**config.mk**
```make
export PLATFORM = sky130hd
export DESIGN_NAME = line_feeder
export DESIGN_NICKNAME = d
export VERILOG_FILES = /design/src/rtl/line_feeder.sv
export SDC_FILE = /design/constraint.sdc
export NUM_CORES = 1
export LEC_CHECK = 0
export CAP_MARGIN = 5
export CORE_ASPECT_RATIO = 0.6
export CORE_MARGIN = 2
export CORE_UTILIZATION = 25
export CTS_BUF_LIST = sky130_fd_sc_hd__clkbuf_4 sky130_fd_sc_hd__clkbuf_8 sky130_fd_sc_hd__clkbuf_16
export CTS_CLUSTER_SIZE = 14
export DETAILED_ROUTE_END_ITERATION = 12
export GPL_TIMING_DRIVEN = 0
export PLACE_DENSITY = 0.51
export SLEW_MARGIN = 20
export SYNTH_ARGS = -nofsm -noshare
export SYNTH_HDL_FRONTEND = slang
export SYNTH_SLANG_ARGS = --single-unit
```
**constraint.sdc**
```tcl
create_clock -name dotclk_i -period 6.5 [get_ports dotclk_i]
set_input_delay 1.3 -clock dotclk_i [delete_from_list [all_inputs] [get_ports dotclk_i]]
set_output_delay 1.3 -clock dotclk_i [all_outputs]
set_load 0.005 [all_outputs]
```
**src/rtl/line_feeder.sv**
```systemverilog
`default_nettype none
// line_feeder: walks line-buffer words from a base address and serialises them
// MSB-first into 1/2/4/8-bpp pixels, with fine scroll on the first word. rev 1.0
module line_feeder #(
  parameter int DW = 16,
  parameter int AW = 9,
  parameter int FW = 4
) (
  input  logic          dotclk_i,
  input  logic          rst_i,
  input  logic          scanline_en_i,
  input  logic [1:0]    mode_i,
  input  logic [AW-1:0] base_adr_i,
  input  logic [AW-1:0] words_i,
  input  logic [FW-1:0] fine_i,
  input  logic [DW-1:0] f_dat_i,
  output logic [AW-1:0] f_adr_o,
  output logic          load_o,
  output logic [7:0]    pix_o,
  output logic          pix_valid_o,
  output logic          done_o
);

  typedef enum logic [1:0] {
    IDLE  = 2'd0,
    PRIME = 2'd1,
    RUN   = 2'd2,
    DONE  = 2'd3
  } state_t;

  state_t        state;
  logic [DW-1:0] shifter;
  logic [FW-1:0] pctr;
  logic [FW-1:0] fine_q;
  logic [1:0]    mode_q;
  logic [AW-1:0] words_left;

  logic [3:0]    bpp;
  logic [FW-1:0] ppw_m1;
  logic [FW-1:0] fine_m;
  logic [FW+3:0] shamt;
  logic [DW-1:0] prime_sh;
  logic [DW-1:0] run_sh;
  logic          last_px;

  function automatic logic [7:0] top_pix(input logic [DW-1:0] sh, input logic [1:0] m);
    case (m)
      2'd0:    top_pix = {7'd0, sh[DW-1]};
      2'd1:    top_pix = {6'd0, sh[DW-1 -: 2]};
      2'd2:    top_pix = {4'd0, sh[DW-1 -: 4]};
      default: top_pix = sh[DW-1 -: 8];
    endcase
  endfunction

  // Next-pixel values are computed here so every output can be registered.
  always_comb begin
    bpp      = 4'd1 << mode_q;
    ppw_m1   = FW'((DW >> mode_q) - 1);
    fine_m   = fine_i & FW'((DW >> mode_i) - 1);
    shamt    = (FW+4)'(fine_q) * (FW+4)'(bpp);
    prime_sh = f_dat_i << shamt;
    run_sh   = shifter << bpp;
    last_px  = (pctr == ppw_m1);
  end

  always_ff @(posedge dotclk_i or posedge rst_i) begin
    if (rst_i) begin
      state       <= IDLE;
      f_adr_o     <= '0;
      load_o      <= 1'b0;
      pix_o       <= '0;
      pix_valid_o <= 1'b0;
      done_o      <= 1'b0;
      shifter     <= '0;
      pctr        <= '0;
      fine_q      <= '0;
      mode_q      <= '0;
      words_left  <= '0;
    end else begin
      case (state)
        IDLE: begin
          f_adr_o     <= '0;
          load_o      <= 1'b0;
          pix_o       <= '0;
          pix_valid_o <= 1'b0;
          done_o      <= 1'b0;
          if (scanline_en_i) begin
            if (words_i != '0) begin
              mode_q     <= mode_i;
              fine_q     <= fine_m;
              words_left <= words_i;
              f_adr_o    <= base_adr_i;
              load_o     <= 1'b1;
              state      <= PRIME;
            end else begin
              done_o <= 1'b1;
              state  <= DONE;
            end
          end
        end

        PRIME: begin
          if (!scanline_en_i) begin
            state       <= IDLE;
            f_adr_o     <= '0;
            load_o      <= 1'b0;
            pix_o       <= '0;
            pix_valid_o <= 1'b0;
          end else begin
            shifter     <= prime_sh;
            pctr        <= fine_q;
            f_adr_o     <= f_adr_o + 1'b1;
            words_left  <= words_left - 1'b1;
            pix_o       <= top_pix(prime_sh, mode_q);
            pix_valid_o <= 1'b1;
            // A fully scrolled first word may need a reload on its only pixel.
            load_o      <= (fine_q == ppw_m1) && (words_left != AW'(1));
            state       <= RUN;
          end
        end

        RUN: begin
          if (!scanline_en_i) begin
            state       <= IDLE;
            f_adr_o     <= '0;
            load_o      <= 1'b0;
            pix_o       <= '0;
            pix_valid_o <= 1'b0;
          end else if (last_px && (words_left != '0)) begin
            shifter     <= f_dat_i;
            pctr        <= '0;
            f_adr_o     <= f_adr_o + 1'b1;
            words_left  <= words_left - 1'b1;
            pix_o       <= top_pix(f_dat_i, mode_q);
            load_o      <= (ppw_m1 == '0) && (words_left != AW'(1));
          end else if (last_px) begin
            state       <= DONE;
            done_o      <= 1'b1;
            load_o      <= 1'b0;
            pix_o       <= '0;
            pix_valid_o <= 1'b0;
          end else begin
            shifter     <= run_sh;
            pctr        <= pctr + 1'b1;
            pix_o       <= top_pix(run_sh, mode_q);
            load_o      <= ((pctr + 1'b1) == ppw_m1) && (words_left != '0);
          end
        end

        default: begin
          done_o      <= 1'b0;
          load_o      <= 1'b0;
          pix_o       <= '0;
          pix_valid_o <= 1'b0;
          if (!scanline_en_i) begin
            state <= IDLE;
          end
        end
      endcase
    end
  end

endmodule
`default_nettype wire

```
* Word-level counts from Yosys, hierarchy flattened
Index checks and enable logic that the tools add are counted.
** Operators by class
- Multiplexer cells :: 56
- Shift operators :: 5
- Reductions and logical operators :: 18
- Bitwise gates (word level) :: 2
- Multiply operators :: 1
- Equality and inequality tests :: 20
- Add/subtract/negate cells :: 5
** Operators with widths (number)
- 9-bit two-way mux :: 10
- 8-bit case mux with 3 select lines :: 3
- 16-bit two-way mux :: 4
- 9-bit case mux with 3 select lines :: 2
- 8-bit two-way mux :: 4
- 16-bit case mux with 2 select lines :: 1
- 9-bit nonzero test :: 2
- 4-bit two-way mux :: 4
- 8-bit case mux with 2 select lines :: 1
- 16-bit by 4-bit left shift with 16-bit output :: 1
- 16-bit by 8-bit left shift with 16-bit output :: 1
- 1-bit two-way mux :: 15
- 2-bit two-way mux :: 7
- 2-bit != test, second input constant :: 7
- 4-bit == test :: 3
- 3-bit != test, second input constant :: 4
- 4-bit AND reduction :: 3
- 5-bit by 2-bit right shift with 4-bit output, first input constant :: 2
- 9-bit by 1-bit adder with 9-bit output, second input constant :: 1
- 9-bit by 1-bit != test with 1-bit output, second input constant :: 1
- 9-bit by 1-bit subtractor with 9-bit output, second input constant :: 1
- 4-bit by 4-bit multiplier with 8-bit output :: 1
- 4-bit case mux with 2 select lines :: 1
- 4-bit by 2-bit subtractor with 4-bit output, second input constant :: 2
- other kinds (18) :: 26
** Storage, ports and cells
- Register bits after elaboration :: 57

* Longest topological paths before layout
- Word-level depth :: 8
- Depth in mapped cells :: 17
- Gate-level depth less buffers :: 15

* Least setup slack after synthesis
OpenSTA, ideal clock, no wires.
- Kind :: reg2reg
- From :: reg mode_q[0]
- To :: reg pix_o[1]
- Data arrival time :: 4310 ps
- Period minus slack after synthesis :: 4443 ps
- Required time :: 6367 ps
- Library setup time :: 133 ps
- Path slack :: 2057 ps
- Cell stages (with the launch flop) :: 18
- Buffers on the path :: 3
- Path through :: dfrtp_1 -> buf_6 -> buf_2 -> buf_2 -> nor2b_1 -> nand2_1 -> fa_1 -> inv_1 -> fa_1 -> inv_1 -> fa_1 -> xnor2_1 -> nand2b_1 -> nor2_1 -> a22oi_1 -> a31oi_2 -> a22oi_1 -> o211ai_1
** On the way
- Word-level cells in the longest chain between the ends :: 7
** Ends and longest elaborated chain
- start: declaration :: line 35 : logic [1:0] mode_q;
- start signal: assignment :: line 89 : mode_q <= mode_i;
- branches (longest 6 deep; another with 4-bit by 4-bit multiplier with 8-bit output)
- 8-bit case mux with 2 select lines (*) :: line 80 : case (state)
- end signal: assignment :: line 114 : pix_o <= top_pix(prime_sh, mode_q);
- end signal: assignment :: line 134 : pix_o <= top_pix(f_dat_i, mode_q);
- end signal: assignment :: line 145 : pix_o <= top_pix(run_sh, mode_q);
- end: declaration :: line 19 : output logic [7:0] pix_o,
Every way passes the cells marked *.
A chain may end at the register's enable or synchronous reset.

* Worst setup path after layout
Ends and elaborated chain as after synthesis.

==> flow_summary.toml <==
[place]
dp_hpwl_um = 13800
portBuffers = 61
gp_congestion = 0.928
dpl_cell_area_sq_um = 6080
post-place-ws_ns = 0.923
dp.cells = 915

[synthesis]
synthTopCellsByArea = "dfrtp_1 27%, mux4_2 6.2%, ha_1 5.4%"
synth_common_cells = "65 x nand2_1, 56 x dfrtp_1, 46 x nor2_1"
yosysWarnings = 0
synth_cell_types = 70
synth_area_leader_cell = "dfrtp_1"
synth_async_sr_flop_share_pct = 100
synth_nets = 649
ys_seq_elements = 56
syn_area_sq_um = 5100
synth_edf_count = 0
yosysMostFrequentCell = "nand2_1"
syn_inst = 580
synth-seq-area-share_pct = 27.5
synth_flop_cell = "dfrtp_1"
avgSynthCellArea_sq_um = 8.79
synth_top_area_share_pct = 27.5

[run_status]
outcome = "complete, no violations"

[hold_path]
hold_depth = 2
hold_path_end = "pix_valid_o$_DFFE_PP0P_"
hp-class = "flop to flop"
hold_start = "pix_valid_o$_DFFE_PP0P_"

[timing]
max_slew_margin_pct = 24.1
finClkSkew_ns = 0.0164
max_freq_mhz = 175
drv_slew = 0
fin_hold_ws_ns = 0.552
period_minus_slack_ns = 5.73
rsz0062_at_grt = "no"
worstMarginPinSlew_ns = 1.13
hold_viol_final = 0
fin_ws_ns = 0.770
fin_crit_sh_pct = 88.2
tns_ns = 0
finalSetupViolCount = 0

[drt]
vias = 4976
drt_iter0_markers = 497
post_drt_wl_per_cell_um = 19.3
drt.antenna.violating_nets = 0
vias_per_cell = 5.40
wl_um = 17800
drtPass1Iterations = 5
drc = 0

[floorplanning]
dieArea_sq_um = 21600
fp-row-count = 40
start_util_pct = 25.5
dieHeight_um = 115
coreArea_sq_um = 20000
io_pins = 63
die_w_um = 188

[worst_setup_path]
r2r-start = "mode_q[0]$_DFFE_PP0P_"
reg2reg_depth = 17
reg2reg_setup_slack_ns = 0.77
cp.arrival_ns = 5.92
cp_max_fo = 10
critPathLaunchType = "flop"
critPathRequiredTime_ns = 6.69
endpoint_kind = "flop"
r2r_end = "pix_o[1]$_DFF_PP0_"
crit_type = "flop to flop"

[pwr]
power.leakage_nw = 2.51
power.density_nw_per_um2 = 535
vdd_ir_drop_max_uv = 221
power_mw = 3.33

[cts]
cts_tree = "done"
cts_setup_buffers = 0
cts_made_buffers = 5
clk_latency_ns = 0.31
root_buffer = "clkbuf_16"
cts.sinks = 56
htree_num_levels = 2
clockBufferDepth = 2
cts_resized = 0
cts.clk_slew.worst_paths_ns = 0.08
hold_buffers = 0

[grt]
grt_usage_pct = 16.6
grt_pass1_vias = 4535
antenna_found_initial = 0
grt_max_degree = 47
grt-ovfl-total = 0
grt_pass1_wl_um = 27600

[finish]
antenna-diode-count = 0
fin_area_sq_um = 6230
drive_gt1_share_pct = 11.1
fin_util_pct = 31.1
stdcell_count = 922
syn_to_final_growth_pct = 22.2
fin_nets = 718
fillers = 2127

[job]
cap_violations = 0
[critical path, stage by stage (launching register included)]
cell      delay, ns
dfrtp_1        0.43
buf_6          0.19
buf_2          0.28
buf_2          0.31
nor2b_1        0.49
nand2_1        0.13
fa_1           0.49
inv_1          0.05
fa_1           0.56
inv_1          0.06
fa_1           0.45
xnor2_1        0.87
nand2b_1       0.31
nor2_1         0.19
a22oi_1        0.31
a31oi_2        0.17
a22oi_1        0.19
o211ai_1       0.11
[cell families (layout without fill, tap and decap cells)]
kind of cell | count (synthesis) | after routing | synth area share (%)
fa+ha+maj | 26 | 26 | 6.97
xor+xnor | 7 | 7 | 1.20
compound gates | 171 | 171 | 22.3
simple gates | 203 | 203 | 19.9
flops | 56 | 56 | 27.5
mux | 60 | 60 | 17.3
buf+inv | 57 | 126 | 4.86
[worst max path at each step]
stage                                startpoint  depth (start not counted)            endpoint
after floorplan           mode_q[0]$_DFFE_PP0P_                         17  pix_o[1]$_DFF_PP0_
after global placement    mode_q[0]$_DFFE_PP0P_                         17  pix_o[1]$_DFF_PP0_
final                     mode_q[0]$_DFFE_PP0P_                         17  pix_o[1]$_DFF_PP0_
after CTS                 mode_q[0]$_DFFE_PP0P_                         17  pix_o[1]$_DFF_PP0_
after detailed placement  mode_q[0]$_DFFE_PP0P_                         17  pix_o[1]$_DFF_PP0_
after global routing      mode_q[0]$_DFFE_PP0P_                         17  pix_o[1]$_DFF_PP0_
[registers in the layout, summed over array words and instances (netlist names)]
name         cells
state            2
pix_o            8
done_o           1
mode_q           2
load_o           1
words_left       9
pix_valid_o      1
pctr             4
f_adr_o          9
fine_q           4
shifter         15
[final cells by class]
cell class | count | area [sq um] | area share, %
clock inverters | 1 | 8.76 | 0.141
multi-input cells | 467 | 3450 | 55.4
flip-flops and latches | 56 | 1400 | 22.5
repair buffers | 62 | 638 | 10.2
plain buffers | 34 | 161 | 2.59
well taps | 273 | 342 | 5.49
clock buffers | 6 | 139 | 2.23
inverters | 23 | 88.8 | 1.43
[per-layer routing]
| metal | share of wire (%) | global-route usage [%] |
|---|---|---|
| met3 | 11 | 5.82 |
| met2 | 36 | 20.6 |
| met4 | 0.65 | 2.03 |
| met1 | 52 | 26.8 |
| met5 | 0 | 0 |
[cells in the final DEF (no fill, tap or decap), types with 5 or more instances in the layout]
master           instances
o21ai_0                 40
nand2b_1                 7
clkdlybuf4s50_1         61
mux2i_1                 24
nand3_1                 14
nand4_1                  5
clkbuf_16                5
mux2_2                  16
dfrtp_1                 56
a31oi_1                 13
buf_2                   12
clkbuf_1                18
o22ai_1                 11
ha_1                    22
o21ai_1                 12
and3_1                  11
inv_1                   22
a21oi_1                 29
mux4_1                   5
nand2_1                 65
a32oi_1                  7
nor2b_1                 12
a22oi_1                 10
o211ai_1                 7
nor3_1                  13
a2bb2oi_1                5
nor2_1                  46
and2_1                   6
mux4_2                  14
xnor2_1                  5
o31ai_1                  7
[power by group]
part           internal (mW)  switching (mW)  leakage (nW)  total [mW]
sequential             0.488           0.193         0.709       0.682
combinational          0.969            1.39          1.73        2.36
clock                  0.153           0.137        0.0729       0.289
Note: power is estimated with default switching activity, not from simulation.
